<file path="src/rtl/strawman_tx_fsm.sv">
// strawman_tx_fsm: transmit packetiser. Turns one request handshake plus a
// payload word stream into a sequence of 40-bit flits (lightweight or
// extended header format) written into the TX flit FIFO.
module strawman_tx_fsm #(
  parameter int DATA_LINE_WIDTH = 40,
  parameter int WORD_SIZE       = 32,
  parameter int LOG2_NUM_STATES = 3
) (
  input  logic                       clk,
  input  logic                       rst_n,
  input  logic                       i_req_valid,
  output logic                       o_req_ready,
  input  logic                       i_ext,
  input  logic [2:0]                 i_cmd,
  input  logic [2:0]                 i_length,
  input  logic [WORD_SIZE-1:0]       i_address,
  input  logic [5:0]                 i_feature1,
  input  logic [5:0]                 i_feature2,
  input  logic [WORD_SIZE-1:0]       i_data,
  input  logic                       i_data_valid,
  output logic                       o_data_ready,
  input  logic                       i_tx_full,
  output logic                       o_tx_wen,
  output logic [DATA_LINE_WIDTH-1:0] o_flit,
  output logic                       o_err
);

  localparam logic [2:0] CMD_RD_REQ  = 3'b000;
  localparam logic [2:0] CMD_WR_REQ  = 3'b001;
  localparam logic [2:0] CMD_RD_RESP = 3'b010;
  localparam logic [2:0] MAX_LENGTH  = 3'd5;
  localparam int         PAD_W       = DATA_LINE_WIDTH - WORD_SIZE;

  typedef enum logic [LOG2_NUM_STATES-1:0] {
    IDLE,
    HEADER,
    EX_WORD,
    BODY
  } state_e;

  state_e                      state_q, state_d;
  logic                        ext_q, ext_d;
  logic [2:0]                  cmd_q, cmd_d;
  logic [2:0]                  len_q, len_d;
  logic [WORD_SIZE-1:0]        addr_q, addr_d;
  logic [5:0]                  f1_q, f1_d;
  logic [5:0]                  f2_q, f2_d;
  logic [5:0]                  cnt_q, cnt_d;
  logic                        wen_q, wen_d;
  logic [DATA_LINE_WIDTH-1:0]  flit_q, flit_d;
  logic                        err_q, err_d;

  logic                        req_ready;
  logic                        data_ready;
  logic                        lw_rresp;
  logic [5:0]                  n_words;
  logic [7:0]                  hdr_low;
  logic [DATA_LINE_WIDTH-1:0]  hdr_flit;
  logic [DATA_LINE_WIDTH-1:0]  word_flit;

  // State, latched request and registered FIFO-side outputs
  always_ff @(posedge clk or negedge rst_n) begin
    if (!rst_n) begin
      state_q <= IDLE;
      ext_q   <= 1'b0;
      cmd_q   <= '0;
      len_q   <= '0;
      addr_q  <= '0;
      f1_q    <= '0;
      f2_q    <= '0;
      cnt_q   <= '0;
      wen_q   <= 1'b0;
      flit_q  <= '0;
      err_q   <= 1'b0;
    end else begin
      state_q <= state_d;
      ext_q   <= ext_d;
      cmd_q   <= cmd_d;
      len_q   <= len_d;
      addr_q  <= addr_d;
      f1_q    <= f1_d;
      f2_q    <= f2_d;
      cnt_q   <= cnt_d;
      wen_q   <= wen_d;
      flit_q  <= flit_d;
      err_q   <= err_d;
    end
  end

  // Flit formatting for the latched request
  always_comb begin
    lw_rresp = !ext_q && (cmd_q == CMD_RD_RESP);
    n_words  = 6'd1 << len_q;
    hdr_low  = {len_q, cmd_q, 1'b1, ext_q};
    if (ext_q) begin
      hdr_flit = {20'd0, f2_q, f1_q, hdr_low};
    end else if (lw_rresp) begin
      hdr_flit = {i_data, hdr_low};
    end else begin
      hdr_flit = {addr_q, hdr_low};
    end
    word_flit = {{PAD_W{1'b0}}, i_data};
  end

  // Next-state, emission and handshake logic
  always_comb begin
    state_d    = state_q;
    ext_d      = ext_q;
    cmd_d      = cmd_q;
    len_d      = len_q;
    addr_d     = addr_q;
    f1_d       = f1_q;
    f2_d       = f2_q;
    cnt_d      = cnt_q;
    wen_d      = 1'b0;
    flit_d     = flit_q;
    err_d      = 1'b0;
    req_ready  = 1'b0;
    data_ready = 1'b0;

    case (state_q)
      IDLE: begin
        req_ready = 1'b1;
        if (i_req_valid) begin
          if ((i_cmd > CMD_RD_RESP) || (i_length > MAX_LENGTH)) begin
            err_d = 1'b1;
          end else begin
            ext_d   = i_ext;
            cmd_d   = i_cmd;
            len_d   = i_length;
            addr_d  = i_address;
            f1_d    = i_feature1;
            f2_d    = i_feature2;
            state_d = HEADER;
          end
        end
      end

      HEADER: begin
        // A lightweight read response carries payload word 0 in its header
        data_ready = lw_rresp && !i_tx_full;
        if (!i_tx_full && (!lw_rresp || i_data_valid)) begin
          wen_d  = 1'b1;
          flit_d = hdr_flit;
          if (ext_q) begin
            if (cmd_q == CMD_RD_RESP) begin
              cnt_d   = n_words;
              state_d = BODY;
            end else begin
              state_d = EX_WORD;
            end
          end else if (cmd_q == CMD_WR_REQ) begin
            cnt_d   = n_words;
            state_d = BODY;
          end else if (lw_rresp && (n_words != 6'd1)) begin
            cnt_d   = n_words - 6'd1;
            state_d = BODY;
          end else begin
            state_d = IDLE;
          end
        end
      end

      EX_WORD: begin
        if (!i_tx_full) begin
          wen_d  = 1'b1;
          flit_d = {{PAD_W{1'b0}}, addr_q};
          if (cmd_q == CMD_WR_REQ) begin
            cnt_d   = n_words;
            state_d = BODY;
          end else begin
            state_d = IDLE;
          end
        end
      end

      BODY: begin
        data_ready = !i_tx_full;
        if (!i_tx_full && i_data_valid) begin
          wen_d  = 1'b1;
          flit_d = word_flit;
          cnt_d  = cnt_q - 6'd1;
          if (cnt_q == 6'd1) begin
            state_d = IDLE;
          end
        end
      end

      default: begin
        state_d = IDLE;
      end
    endcase
  end

  // Request ready is held low while reset is asserted
  always_comb begin
    o_req_ready  = req_ready && rst_n;
    o_data_ready = data_ready;
    o_tx_wen     = wen_q;
    o_flit       = flit_q;
    o_err        = err_q;
  end

endmodule

</file>
<file path="config.mk">
export PLATFORM = sky130hd
export DESIGN_NAME = strawman_tx_fsm
export DESIGN_NICKNAME = d
export VERILOG_FILES = /design/src/rtl/strawman_tx_fsm.sv
export SDC_FILE = /design/constraint.sdc
export NUM_CORES = 1
export LEC_CHECK = 0
export CORE_MARGIN = 2
export CORE_UTILIZATION = 45
export CTS_BUF_LIST = sky130_fd_sc_hd__clkbuf_16
export DETAILED_ROUTE_END_ITERATION = 6
export PLACE_DENSITY_LB_ADDON = 0.25
export SLEW_MARGIN = 20
export SYNTH_ARGS = -nofsm -noshare
export SYNTH_HDL_FRONTEND = slang
export SYNTH_SLANG_ARGS = --single-unit
</file>
<file path="constraint.sdc">
create_clock -name clk -period 1.93 [get_ports clk]
set_input_delay 0.2895 -clock clk [delete_from_list [all_inputs] [get_ports clk]]
set_output_delay 0.2895 -clock clk [all_outputs]
set_load 0.02 [all_outputs]
</file>
=== After elaboration in Yosys (flattened, before gate mapping) ===
Cells that the tools add are included.

* Output and inout port bits: 44
* Bits of input ports: 88
* Memories kept: 0
* Latch bits: 0
* Word-level logic and storage cells: 86
* Bits in read-only memories: 0
* Register bits after elaboration: 102
* RAM bits: 0

* Bitwise operators: 1
* $add $sub $neg: 2
* Equality and inequality tests: 16
* Multiplexer cells: 36
* Shift operators: 1
* Multiply operators: 0
* Order comparisons: 2
* Reduce and logical (&&, ||, !) cells: 17
* Div/mod/pow operators: 0

{| class="wikitable"
|+ Operators with widths
! operator !! number
|-
| $mux W40 || 5
|-
| $pmux W40 S3 || 1
|-
| $mux W6 || 8
|-
| $mux W3 || 7
|-
| $pmux W6 S3 || 1
|-
| $ne A2 B2 Y1 const B || 7
|-
| $pmux W3 S4 || 1
|-
| $sub A6 B1 Y6 const B || 2
|-
| $eq A3 B2 Y1 const B || 3
|-
| $mux W1 || 8
|-
| $reduce_and A7 Y1 || 1
|-
| $eq A3 B1 Y1 const B || 2
|-
| $eq A6 B1 Y1 const B || 1
|-
| $logic_and A1 B1 Y1 || 6
|-
| $mux W2 || 3
|-
| $ne A6 B1 Y1 const B || 1
|-
| $reduce_and A6 Y1 || 1
|-
| $shl A1 B3 Y6 const A || 1
|-
| $ne A4 B4 Y1 const B || 1
|-
| $reduce_and A4 Y1 || 1
|-
| $gt A3 B2 Y1 const B || 1
|-
| $gt A3 B3 Y1 const B || 1
|-
| $logic_not A1 Y1 || 3
|-
| $logic_not A3 Y1 || 1
|-
| other kinds (7) || 8
|}

=== Logic depth before layout (Yosys ltp) ===
* Depth in word-level cells: 8
* Depth in mapped cells: 10
* Depth with buffers taken out: 7

=== Least setup slack after synthesis ===
No wires, ideal clock.

* Kind: reg-to-reg
* From: register len_q[1]
* To: register cnt_q[1]
* Library setup time: 0.083 ns
* Data required time: 1.847 ns
* Arrival: 1.916 ns
* Path buffers: 2
* Cell stages (with the launch flop): 9
* Setup slack: -0.068 ns
* Clock period less this slack: 1.998 ns
* Path through: dfrtp_1 clkbuf_1 or3_1 clkbuf_1 ha_1 or3_1 o211ai_1 o21ai_0 o21ai_0

* Cells in the longest elaborated chain, start to end: 7
* Elaborated cells between the ends (all ways): 14
* Those cells by class: 1 x add/sub; 2 x eq/ne; 1 x shift; 8 x mux; 2 x reduce/logical

{| class="wikitable"
|+ RTL lines
! element !! RTL line !! text
|-
| start: declaration || 44 || <nowiki>logic [2:0] len_q, len_d;</nowiki>
|-
| start signal: assignment || 79 || <nowiki>len_q <= len_d;</nowiki>
|-
| $shl A1 B3 Y6 * || 93 || <nowiki>n_words = 6'd1 << len_q;</nowiki>
|-
| $sub A6 B1 Y6 || 156 || <nowiki>cnt_d = n_words - 6'd1;</nowiki>
|-
| $mux W6 || 155 || <nowiki>end else if (lw_rresp && (n_words != 6'd1)) begin</nowiki>
|-
| $mux W6 || 152 || <nowiki>end else if (cmd_q == CMD_WR_REQ) begin</nowiki>
|-
| $mux W6 || 145 || <nowiki>if (ext_q) begin</nowiki>
|-
| $mux W6 || 142 || <nowiki>if (!i_tx_full && (!lw_rresp || i_data_valid)) begin</nowiki>
|-
| $pmux W6 S3 || 121 || <nowiki>case (state_q)</nowiki>
|-
| end signal: assignment || 83 || <nowiki>cnt_q <= cnt_d;</nowiki>
|-
| end: declaration || 48 || <nowiki>logic [5:0] cnt_q, cnt_d;</nowiki>
|}

Mark *: on every way between the ends. The rest lies on a longest branch, timed or not. The select of a mux whose other input is x is not followed.
A chain may end at the register's enable or synchronous reset.

=== Worst setup path after layout ===
* From: register len_q[1]
* To: register cnt_q[3]

Same word-level chain as after synthesis.

==> flow_summary.ini <==
[status]
status = completed

[setup_path]
crit_arrival_ns = 2.18
start_kind = register
r2r_slack_ns = 0.01
cp_slowest_stage_delay_ns = 0.42
slowest_stage = dfrtp_1
endpoint_kind = register
r2r.worst_path.cells = 8
cp.required_ns = 2.19
r2r_end = cnt_q[3]
critPathKind = reg -> reg
worstPathCellList = or3_4 > buf_4 > inv_1 > ha_2 > nand2_4 > o221ai_4 > nand2_1 > o31ai_2
crit_family = simple AND/OR/NAND/NOR gates
crit_buf_inv = 2
crit_fanout = 6
regToRegStartpoint = len_q[1]

[floorplanning]
core_area_mm2 = 0.01142
fp-row-count = 39
initial_core_util_pct = 46.03
die_area_mm2 = 0.01256
die_h_um = 112.1
boundaryPins = 132
fp.dieW_um = 112.1

[yosys]
async_flop_share_pct = 100.0
synth_mux_area_share_pct = 24.14
ys_top_cells_by_area = dfrtp_1 (48%), mux2_2 (18%), mux2i_1 (5.7%)
synth_top_family_by_area = multiplexers
yosysTopAreaCellShare_pct = 48.08
synth_compound_area_share_pct = 13.78
syn_nets = 565
syn_area_mm2 = 0.005256
synth.ff_latch_count = 101
syn_inst = 473
yosys_warnings = 0
synth_fa_ha_area_share_pct = 0.9522
synth-edff-count = 0
synth_cell_type_count = 47
synth_xor_area_share_pct = 0.9998
syn-mean-instance-area_um2 = 11.11
synth_top_area_cell = dfrtp_1
ys.flop_type = dfrtp_1
synth_seq_area_share_pct = 48.08
yosys.area_share.simple_pct = 8.022

[final_layout]
fin_nets = 721
syn2layout_area_growth_pct = 41.54
final_util_pct = 65.15
antennaDiodeCount = 0
stdcell_count = 777
drive_above_1_share_pct = 28.71

[sta]
fin_tns_setup_ns = 0
rsz0062_at_grt = true
hold_viol = 0
slew-limit-headroom_pct = 58.70
fmax_mhz = 521.4
fin_skew_ns = 0.01224
fin_crit_sh_pct = 99.37
hold_ws_ns = 0.01095
fin_crit_ns = 1.918
maxSlewViolCount = 0
setup_violations = 0
tightest_slew_ns = 0.6188

[min_path]
hp-class = in -> async

[drt]
vias = 4398
post_drt_wl_per_cell_um = 19.16
vias_per_cell = 5.660
dr.pass1.iters = 6
ant_nets = 0
drt-initial-drc-count = 284
wl_um = 14890
drc = 0

[clock_network]
cts_sinks = 101
insertion_delay_ns = 0.36
cts-root-buf = clkbuf_16
cts_tree = built
numCtsBuffers = 9
clk_pin_slew_ns = 0.08
cts_buffer_depth = 2
htree_levels = 3

[place]
place.port_buffers = 131
place_congestion = 0.8900
dp.cells = 750
dp_hpwl_um = 10520

[grt]
grt_usage_pct = 24.10
grt_pass1_wl_um = 23800
grt_start_max_net_pins = 102
grt_pass1_vias = 4622
antenna_found_initial = 0
grt-ovfl-total = 0

[pwr]
p_leak_nw = 3.193
peakVddDrop_uv = 1146
p_per_area_mw_per_mm2 = 1702
total_power_w = 0.01267

[flow_run]
max-cap-violations = 0
[registers in the layout, indices dropped and copies added (netlist names)]
name and flops:
o_tx_wen 1, cnt_q 6, cmd_q 3, len_q 3, o_flit 40, f1_q 6, f2_q 6, addr_q 32
state_q 2, ext_q 1, o_err 1
[power breakdown]
group          total [W]  switching (W)  internal (W)
Sequential       0.00383       0.000722       0.00310
Clock            0.00193       0.000891       0.00104
Combinational    0.00691        0.00345       0.00346
[kinds of logic after synthesis]
| kind of cell | count (synthesis) |
|---|---|
| AOI/OAI and AO/OA | 102 |
| xor gates and xnor gates | 6 |
| adders and majority gates | 4 |
| buffers and inverters | 46 |
| DFF | 101 |
| muxes | 116 |
| and+or+nand+nor | 98 |
[cell type report]
cell class | count | area, µm²
clock buffer | 9 | 225.2
clock inverter | 7 | 91.34
fill | 924 | 3979
inverter | 8 | 35.03
multi-input combinational | 327 | 2638
sequential | 101 | 2530
tap | 143 | 178.9
timing repair buffer | 182 | 1742
[how the worst max path moves through the flow]
stage / start / to / slack [ns] / cells past startpoint
floorplan: len_q[1] / cnt_q[1] / -0.03 / 8
global placement: i_data_valid / o_flit[25] / -0.19 / 6
detailed placement: i_data_valid / cnt_q[5] / -0.28 / 7
CTS: len_q[0] / cnt_q[1] / 0.006 / 7
global route: len_q[1] / cnt_q[3] / -0.05 / 8
finish: len_q[1] / cnt_q[3] / 0.01 / 8
[stage by stage]
step / area (µm²) / worst slack (ns)
2_1_floorplan: 5261 / -0.03312
3_3_place_gp: 6903 / -0.1865
3_5_place_dp: 6903 / -0.2778
4_1_cts: 7307 / 0.005887
5_1_grt: 7440 / -0.04580
6_report: 7440 / 0.01221
[synth_stat cells, types with 2 or more instances]
master,count
mux2_2,86
a21oi_1,4
a21o_1,2
ha_1,4
and2_1,2
buf_2,6
a211oi_1,3
a221oi_1,8
dfrtp_1,101
o21ai_0,42
nor3b_1,2
nand3_1,3
nand2b_1,2
xor2_1,3
o311a_1,3
nor3_1,4
buf_6,3
or3_1,3
o31ai_1,9
o22a_1,6
nor2_1,24
xnor2_1,3
clkbuf_1,27
mux2i_1,30
nand2_1,53
o211ai_1,2
a222oi_1,12
inv_1,7
[layer usage]
metal | vias to the layer above | GRT usage, % | share of wire, %
met1 | 2212 | 31.18 | 42
met2 | 130 | 41.05 | 51
met4 | 0 | 8.374 | 1.9
met5 | - | 0 | 0
met3 | 17 | 4.428 | 5.3
li1 | 2039 | - | -
[cell usage in the layout, fill, tap and decap left out, drive strengths merged, types with 4 or more instances in the layout]
cell | Yosys | routed
nor3 | 4 | 4
o31ai | 10 | 10
a21oi | 4 | 4
mux2i | 30 | 30
clkbuf | 27 | 10
dfrtp | 101 | 101
buf | 11 | 52
ha | 4 | 4
inv | 7 | 10
mux2 | 86 | 86
nor2 | 24 | 24
clkdlybuf4s50 | 0 | 128
nand2 | 53 | 53
a222oi | 12 | 12
a221oi | 8 | 8
o22a | 6 | 6
o21ai | 42 | 42
[repair_timing]
action | in CTS | in global routing
setup buffers | 4 | 6
gates resized for setup | 17 | 26
cloned | 1 | 0
pin swaps | 3 | 9
endpoints found under the setup margin | 22 | 24
hold buffers | 0 | 0
No activity file was read; power rests on OpenSTA's default activity.
